--- src/rtl/pcie_us_cq_reg_completer.sv ---
// Completer for the UltraScale+ PCIe CQ/CC streams backed by a small
// BAR-mapped 32-bit register file. Single-DW MRd/MWr are served; every
// other request is drained, and non-posted ones are answered with UR.
//
// Handshake: a beat moves on CQ or CC only in a cycle where tvalid and tready
// are both high at the rising edge; CC holds all outputs stable while waiting.
module pcie_us_cq_reg_completer #(
    parameter int          AXIS_PCIE_DATA_WIDTH    = 256,
    parameter int          AXIS_PCIE_KEEP_WIDTH    = AXIS_PCIE_DATA_WIDTH / 32,
    parameter int          AXIS_PCIE_CQ_USER_WIDTH = 88,
    parameter int          AXIS_PCIE_CC_USER_WIDTH = 33,
    parameter int          REG_COUNT               = 16,
    parameter logic [31:0] ID_VALUE                = 32'h1234_0001
) (
    input  logic                               clk,
    input  logic                               rst,
    input  logic [AXIS_PCIE_DATA_WIDTH-1:0]    s_axis_cq_tdata,
    input  logic [AXIS_PCIE_KEEP_WIDTH-1:0]    s_axis_cq_tkeep,
    input  logic                               s_axis_cq_tlast,
    input  logic [AXIS_PCIE_CQ_USER_WIDTH-1:0] s_axis_cq_tuser,
    input  logic                               s_axis_cq_tvalid,
    output logic                               s_axis_cq_tready,
    output logic [AXIS_PCIE_DATA_WIDTH-1:0]    m_axis_cc_tdata,
    output logic [AXIS_PCIE_KEEP_WIDTH-1:0]    m_axis_cc_tkeep,
    output logic                               m_axis_cc_tlast,
    output logic [AXIS_PCIE_CC_USER_WIDTH-1:0] m_axis_cc_tuser,
    output logic                               m_axis_cc_tvalid,
    input  logic                               m_axis_cc_tready,
    output logic [32*REG_COUNT-1:0]            reg_out,
    output logic                               status_error_uncor
);

    localparam int IDX_W = $clog2(REG_COUNT);

    typedef enum logic [1:0] {S_IDLE, S_DRAIN, S_READ, S_CPL} state_t;
    state_t state, state_next;

    logic [31:0] regs [REG_COUNT];

    // Beat-0 descriptor decode
    logic [IDX_W-1:0] cq_idx;
    logic [3:0]       cq_type;
    logic [10:0]      cq_dw;
    logic             cq_is_mwr, cq_is_mrd, cq_single, cq_ok_wr, cq_ok_rd;
    logic             cq_fire, beat0_fire;

    assign cq_idx     = s_axis_cq_tdata[2 +: IDX_W];
    assign cq_type    = s_axis_cq_tdata[78:75];
    assign cq_dw      = s_axis_cq_tdata[74:64];
    assign cq_is_mwr  = (cq_type == 4'b0001);
    assign cq_is_mrd  = (cq_type == 4'b0000);
    assign cq_single  = (cq_dw == 11'd1) && s_axis_cq_tlast;
    assign cq_ok_wr   = cq_is_mwr && cq_single;
    assign cq_ok_rd   = cq_is_mrd && cq_single;
    assign cq_fire    = s_axis_cq_tvalid && s_axis_cq_tready;
    assign beat0_fire = cq_fire && (state == S_IDLE);

    // Descriptor bits not needed by this completer
    logic unused_inputs;
    assign unused_inputs = ^{s_axis_cq_tkeep, s_axis_cq_tuser, s_axis_cq_tdata};

    // Request context held for the completion
    logic [15:0]      rid_q;
    logic [7:0]       tag_q, func_q;
    logic [2:0]       tc_q, attr_q;
    logic [4:0]       la_q;
    logic [3:0]       be_q;
    logic [IDX_W-1:0] idx_q;
    logic             ur_q;
    logic [31:0]      rd_data_q;

    // State register
    always_ff @(posedge clk) begin
        if (rst) state <= S_IDLE;
        else     state <= state_next;
    end

    // Next-state decode
    always_comb begin
        state_next = state;
        case (state)
            S_IDLE: begin
                if (beat0_fire) begin
                    if (!s_axis_cq_tlast) state_next = S_DRAIN;
                    else if (cq_ok_rd)    state_next = S_READ;
                    else if (!cq_is_mwr)  state_next = S_CPL;
                    else                  state_next = S_IDLE;
                end
            end
            S_DRAIN: if (cq_fire && s_axis_cq_tlast) state_next = ur_q ? S_CPL : S_IDLE;
            S_READ:  state_next = S_CPL;
            S_CPL:   if (m_axis_cc_tready) state_next = S_IDLE;
            default: state_next = S_IDLE;
        endcase
    end

    // Capture request context on beat 0, read data in READ
    always_ff @(posedge clk) begin
        if (rst) begin
            ur_q      <= 1'b0;
            rd_data_q <= '0;
        end else begin
            if (beat0_fire) begin
                rid_q  <= s_axis_cq_tdata[95:80];
                tag_q  <= s_axis_cq_tdata[103:96];
                func_q <= s_axis_cq_tdata[111:104];
                tc_q   <= s_axis_cq_tdata[123:121];
                attr_q <= s_axis_cq_tdata[126:124];
                la_q   <= s_axis_cq_tdata[6:2];
                be_q   <= s_axis_cq_tuser[3:0];
                idx_q  <= cq_idx;
                // UR only for non-posted requests that are not a plain single-DW read
                ur_q   <= !cq_is_mwr && !cq_ok_rd;
            end
            if (state == S_READ)
                rd_data_q <= (idx_q == '0) ? ID_VALUE : regs[idx_q];
        end
    end

    // Register file: byte-masked single-DW writes; reg0 is read-only
    always_ff @(posedge clk) begin
        if (rst) begin
            for (int i = 0; i < REG_COUNT; i++) regs[i] <= '0;
        end else if (beat0_fire && cq_ok_wr && cq_idx != '0) begin
            for (int b = 0; b < 4; b++)
                if (s_axis_cq_tuser[b]) regs[cq_idx][8*b +: 8] <= s_axis_cq_tdata[128 + 8*b +: 8];
        end
    end

    // Flattened register view
    always_comb begin
        for (int i = 0; i < REG_COUNT; i++)
            reg_out[i*32 +: 32] = (i == 0) ? ID_VALUE : regs[i];
    end

    // Lower-address offset and byte count from first_be
    logic [1:0]  lo;
    logic [12:0] byte_cnt;
    always_comb begin
        lo = 2'd0;
        casez (be_q)
            4'b???1: lo = 2'd0;
            4'b??10: lo = 2'd1;
            4'b?100: lo = 2'd2;
            4'b1000: lo = 2'd3;
            default: lo = 2'd0;
        endcase
        casez (be_q)
            4'b1??1:                   byte_cnt = 13'd4;
            4'b01?1, 4'b1?10:          byte_cnt = 13'd3;
            4'b0011, 4'b0110, 4'b1100: byte_cnt = 13'd2;
            default:                   byte_cnt = 13'd1;
        endcase
    end

    // Outputs: CQ ready, CC completion beat, error pulse
    always_comb begin
        s_axis_cq_tready   = !rst && (state == S_IDLE || state == S_DRAIN);
        m_axis_cc_tvalid   = (state == S_CPL);
        m_axis_cc_tdata    = '0;
        m_axis_cc_tkeep    = '0;
        m_axis_cc_tlast    = 1'b0;
        m_axis_cc_tuser    = '0;
        if (state == S_CPL) begin
            m_axis_cc_tlast         = 1'b1;
            m_axis_cc_tdata[63:48]  = rid_q;
            m_axis_cc_tdata[71:64]  = tag_q;
            m_axis_cc_tdata[79:72]  = func_q;
            m_axis_cc_tdata[91:89]  = tc_q;
            m_axis_cc_tdata[94:92]  = attr_q;
            if (ur_q) begin
                m_axis_cc_tdata[28:16] = 13'd4;
                m_axis_cc_tdata[45:43] = 3'b001;
                m_axis_cc_tkeep        = AXIS_PCIE_KEEP_WIDTH'(8'h07);
            end else begin
                m_axis_cc_tdata[6:0]   = {la_q, lo};
                m_axis_cc_tdata[28:16] = byte_cnt;
                m_axis_cc_tdata[42:32] = 11'd1;
                m_axis_cc_tdata[127:96] = rd_data_q;
                m_axis_cc_tkeep        = AXIS_PCIE_KEEP_WIDTH'(8'h0F);
            end
        end
    end

    assign status_error_uncor = beat0_fire && !cq_ok_wr && !cq_ok_rd;

endmodule

--- config.mk ---
export PLATFORM = sky130hd
export DESIGN_NAME = pcie_us_cq_reg_completer
export DESIGN_NICKNAME = d
export VERILOG_FILES = /design/src/rtl/pcie_us_cq_reg_completer.sv
export SDC_FILE = /design/constraint.sdc
export NUM_CORES = 1
export LEC_CHECK = 0
export BUFFER_PORTS_ARGS = -buffer_cell sky130_fd_sc_hd__buf_2
export CAP_MARGIN = 10
export CORE_AREA = 2 2 458 460
export CTS_CLUSTER_SIZE = 24
export DETAILED_ROUTE_END_ITERATION = 10
export DIE_AREA = 0 0 460 462
export SLEW_MARGIN = 25
export SYNTH_ARGS = -nofsm -noshare
export SYNTH_HDL_FRONTEND = slang
export SYNTH_SLANG_ARGS = --single-unit
--- constraint.sdc ---
create_clock -name clk -period 4.8 [get_ports clk]
set_input_delay 0.48 -clock clk [delete_from_list [all_inputs] [get_ports clk]]
set_output_delay 0.48 -clock clk [all_outputs]
set_load 0.02 [all_outputs]
Word-level counts from Yosys, hierarchy flattened
Memories as Yosys holds them, arrays and structs flattened. A register that Yosys moved wholly into a read port is not among the register bits.
Index checks and enable logic that the tools add are counted.

storage, ports and cells
  output and inout port bits = 813
  flip-flop bits (word level) = 86
  input bits = 357
  memories kept = 1
  memory bits (writable) = 512

operators by class
  equality and inequality tests = 17
  multiplexer cells = 47
  reductions and logical operators = 26
  bitwise gates (word level) = 1

memory list
  name  words  width  rd ports  clocked after Yosys merged registers in  wr ports  line  RTL
  regs  16     32     16        1                                        16        38    logic [31:0] regs [REG_COUNT];

operator list
  kind                                                  number
  two-way mux 32 bit                                    5
  OR reduction 32 bit                                   1
  two-way mux 1 bit                                     21
  two-way mux 4 bit                                     5
  two-way mux 2 bit                                     7
  two-way mux 7 bit                                     2
  logical AND 1 bit                                     12
  two-way mux 12 bit                                    1
  equality test 11 x 1 -> 1 bit, second input constant  1
  one-hot mux 3 bit (3 select lines)                    1
  equality test 2 bit, second input constant            4
  equality test 4 bit, second input constant            2
  logical NOT 4 bit                                     2
  one-hot mux 2 bit (4 select lines)                    1
  equality test 3 bit, second input constant            2
  two-way mux 3 bit                                     2
  two-way mux 6 bit                                     1
  one-hot mux 2 bit (3 select lines)                    1
  equality test 4 x 1 -> 1 bit, second input constant   1
  equality test 4 x 2 -> 1 bit, second input constant   1
  equality test 4 x 3 -> 1 bit, second input constant   1
  logical NOT 1 bit                                     4
  inequality test 2 bit, second input constant          2
  nonzero test 4 bit                                    1
  other kinds (10)                                      10

Logic depth before layout (Yosys ltp)
  depth after elaboration = 12
  gate-level depth with buffers = 7
  mapped depth without buffers = 4

Worst setup path after synthesis
No wires, ideal clock.

  kind = input port to flip-flop
  start point = in s_axis_cq_tdata[76]
  end point = mem regs[15][16], enable pin
  required time = 4.425 ns
  path slack = 1.982 ns
  arrival time = 2.444 ns
  library setup time = 0.375 ns
  stages = 5
  cells stage by stage = or4b_1 a211oi_4 nand4_1 clkbuf_1 o21bai_1

RTL lines
  what         line  RTL
  from (decl)  17    input logic [AXIS_PCIE_DATA_WIDTH-1:0] s_axis_cq_tdata,
  to (decl)    38

==> results_dict.tcl <==
set metrics [dict create \
    status "finished clean" \
    fp.dieW_um 460 \
    layout_commonest_cell "buf_2" \
    synthCells 2062 \
    critPathCaptureType "flop" \
    fmax_mhz 272 \
    cap_violations 0 \
    cts_resized 0 \
    syn2layout_area_growth_pct 33.5 \
    start_util_pct 13.2 \
    cts_inserted_buffers 76 \
    grt.overflow.total 0 \
    rsz0062_at_grt "false" \
    vdd_drop_max_uv 263 \
    port-buffer-count 668 \
    period_share_pct 76.7 \
    path_buf_inv 3 \
    hold_class "in2reg" \
    num_rows 168 \
    cts_root_buffer "clkbuf_16" \
    synth_xor_area_share_pct 0 \
    grt_usage_pct 14.0 \
    clock_skew_ns 0.0389 \
    htreeDepth 3 \
    vias 20567 \
    required_ns 5.20 \
    drt_first_pass_iters 5 \
    cp_slowest_stage_delay_ns 0.88 \
    slew-limit-headroom_pct 28.4 \
    path_clk_slew_ns 0.06 \
    fin_nets 3186 \
    tritoncts "done" \
    grt_pass1_vias 19559 \
    crit_type "reg2reg" \
    synth-edff-count 559 \
    syn_area_per_cell_um2 13.4 \
    drv_slew 0 \
    cp_slowest_cell "or4b_1" \
    antenna_found_initial 31 \
    startpoint_type "flop" \
    synth_top_family_by_area "multiplexers" \
    worst_slew_pin_slew_ns 1.07 \
    power_leakage_nw 14.4 \
    layout_common_cells "buf_2, edfxtp_1, nor2_1" \
    synthFlopType "edfxtp_1" \
    routed_wl_mm 155 \
    synthMuxAreaShare_pct 11.8 \
    ys_async_sr_fraction_pct 0 \
    cpLargestDelayFamily "simple AND/OR/NAND/NOR gates" \
    cp_common_cell "buf_4" \
    drt_iter0_drc 2001 \
    ys_seq_area_share_pct 63.8 \
    hold_violations 0 \
    grt_pass1_wl_mm 194 \
    pin_count 1170 \
    synth_fa_ha_area_share_pct 0 \
    dp_hpwl_mm 120 \
    fin_setup_tns_ns 0 \
    clockBufferDepth 3 \
    drc 0 \
    yosysWarnings 0 \
    cp_max_fo 19 \
    gp_congestion 0.861 \
    setup_violations 0 \
    synth-simple-area-share_pct 11.1 \
    vias_per_cell 3.66 \
    powerDensity_nw_per_um2 368 \
    wl_per_cell_um 27.6 \
    synth-compound-area-share_pct 3.94 \
    path_cells "or4b_1 -> a211oi_4 -> buf_4 -> nand4_1 -> buf_4 -> o21bai_1 -> buf_4" \
    synth_cell_types 43 \
    insertion_delay_ns 0.73 \
    grt_max_degree 57 \
    finalPower_mw 13.5 \
    arrival_ns 4.08 \
    dieArea_um2 213000 \
    die_y_um 462 \
    ys_ff_latch 598 \
    fin_crit_ns 3.68 \
    coreArea_um2 208000 \
    ant_nets 0 \
    netlist_area_um2 27500 \
    clkSinkCount 598 \
    drive_gt1_share_pct 36.3 \
]
[cell families after synthesis]
family | count (synthesis)
DFF | 598
AOI/OAI and AO/OA | 142
and+or+nand+nor | 728
buffers and inverters | 420
other | 2
muxes | 172
[through the flow]
step	hold WS, ns	util, %	worst slack, ns	instance area, um2	instances
finish	0.0979	17.7	1.12	36800	5621
global route	0.0735	17.7	0.947	36700	5614
CTS	0.00456	17.6	0.986	36700	5612
detailed placement	0.462	16.3	0.907	33900	5430
global placement	0.459	16.3	0.930	33900	5429
floorplan	0.444	-	1.98	28600	2335
[per-layer routing]
layer | vias to the layer above | global-route usage (%) | routed length [um]
met2 | 1371 | 23.5 | 74300
met3 | 256 | 3.82 | 13600
li1 | 8457 | - | -
met1 | 10471 | 16.1 | 57800
met4 | 12 | 7.44 | 9390
met5 | - | 0 | 61
[where the power goes]
group | switching (mW) | total [mW] | internal (mW)
clock network | 2.54 | 5.67 | 3.12
logic | 1.20 | 1.75 | 0.544
registers | 0.196 | 6.10 | 5.90
total | 3.94 | 13.5 | 9.57
[area by class of cell]
class	count	area (um2)
Tap cell	2720	3400
Clock buffer	94	1980
Timing Repair Buffer	831	4780
Antenna cell	9	22.5
Inverter	5	18.8
Multi-Input combinational cell	1317	8520
Clock inverter	47	459
Fill cell	22844	171000
Sequential cell	598	17600
[sequential cells by signal (all words and copies together) (netlist names), named ones only]
signal and flops:
attr_q 3, be_q 4, func_q 8, la_q 5, rd_data_q 32, regs 512
rid_q 16, state 2, tag_q 8, tc_q 3, ur_q 1
[tightest hold or removal path: cells and delay by family]
family | cells | cell delay [ns]
simple gates | 2 | 0.11
buf+inv | 1 | 0.16
[cell usage after synthesis, types with 3 or more instances]
master    number  share of area (%)
edfxtp_1     559                 61
nor2_1       506                6.9
buf_4        249                6.8
clkbuf_1     128                1.7
mux4_2       122                 10
nand2_1      100                1.4
o21bai_1      61                1.7
mux2i_1       44                1.6
and3_1        41               0.93
dfxtp_1       39                2.8
and2_1        38               0.86
a22oi_1       26               0.71
o211ai_1      26               0.71
buf_2         25               0.45
buf_1         12               0.16
nand4_1       10               0.23
nand3_1        7               0.13
a21oi_1        6               0.11
a311o_1        6               0.22
a311oi_1       6               0.19
mux2_2         6               0.25
nor2b_1        6               0.14
inv_1          5              0.068
nor3_1         4              0.073
nor4_1         4              0.091
o21ai_0        3              0.055
[timing repair]
action,4_1_cts,5_1_grt
setup endpoints to repair,0,0
hold buffers,41,0
hold endpoints to repair,41,0
buffers inserted,0,0
[path summary, 6_finish.rpt]
path,depth (start not counted),end,slack (ns),start
worst max register to register,7,regs[3][18]$_SDFFCE_PN0P_,1.12,state[0]$_SDFFE_PP0P_
worst max-delay path,7,regs[3][18]$_SDFFCE_PN0P_,1.12,state[0]$_SDFFE_PP0P_
worst min-delay path,3,flop,0.1,s_axis_cq_tdata[3]
worst min register to register,2,rd_data_q[11]$_SDFFE_PP0P_,0.48,rd_data_q[11]$_SDFFE_PP0P_
Power figures use the tool's default switching activity.
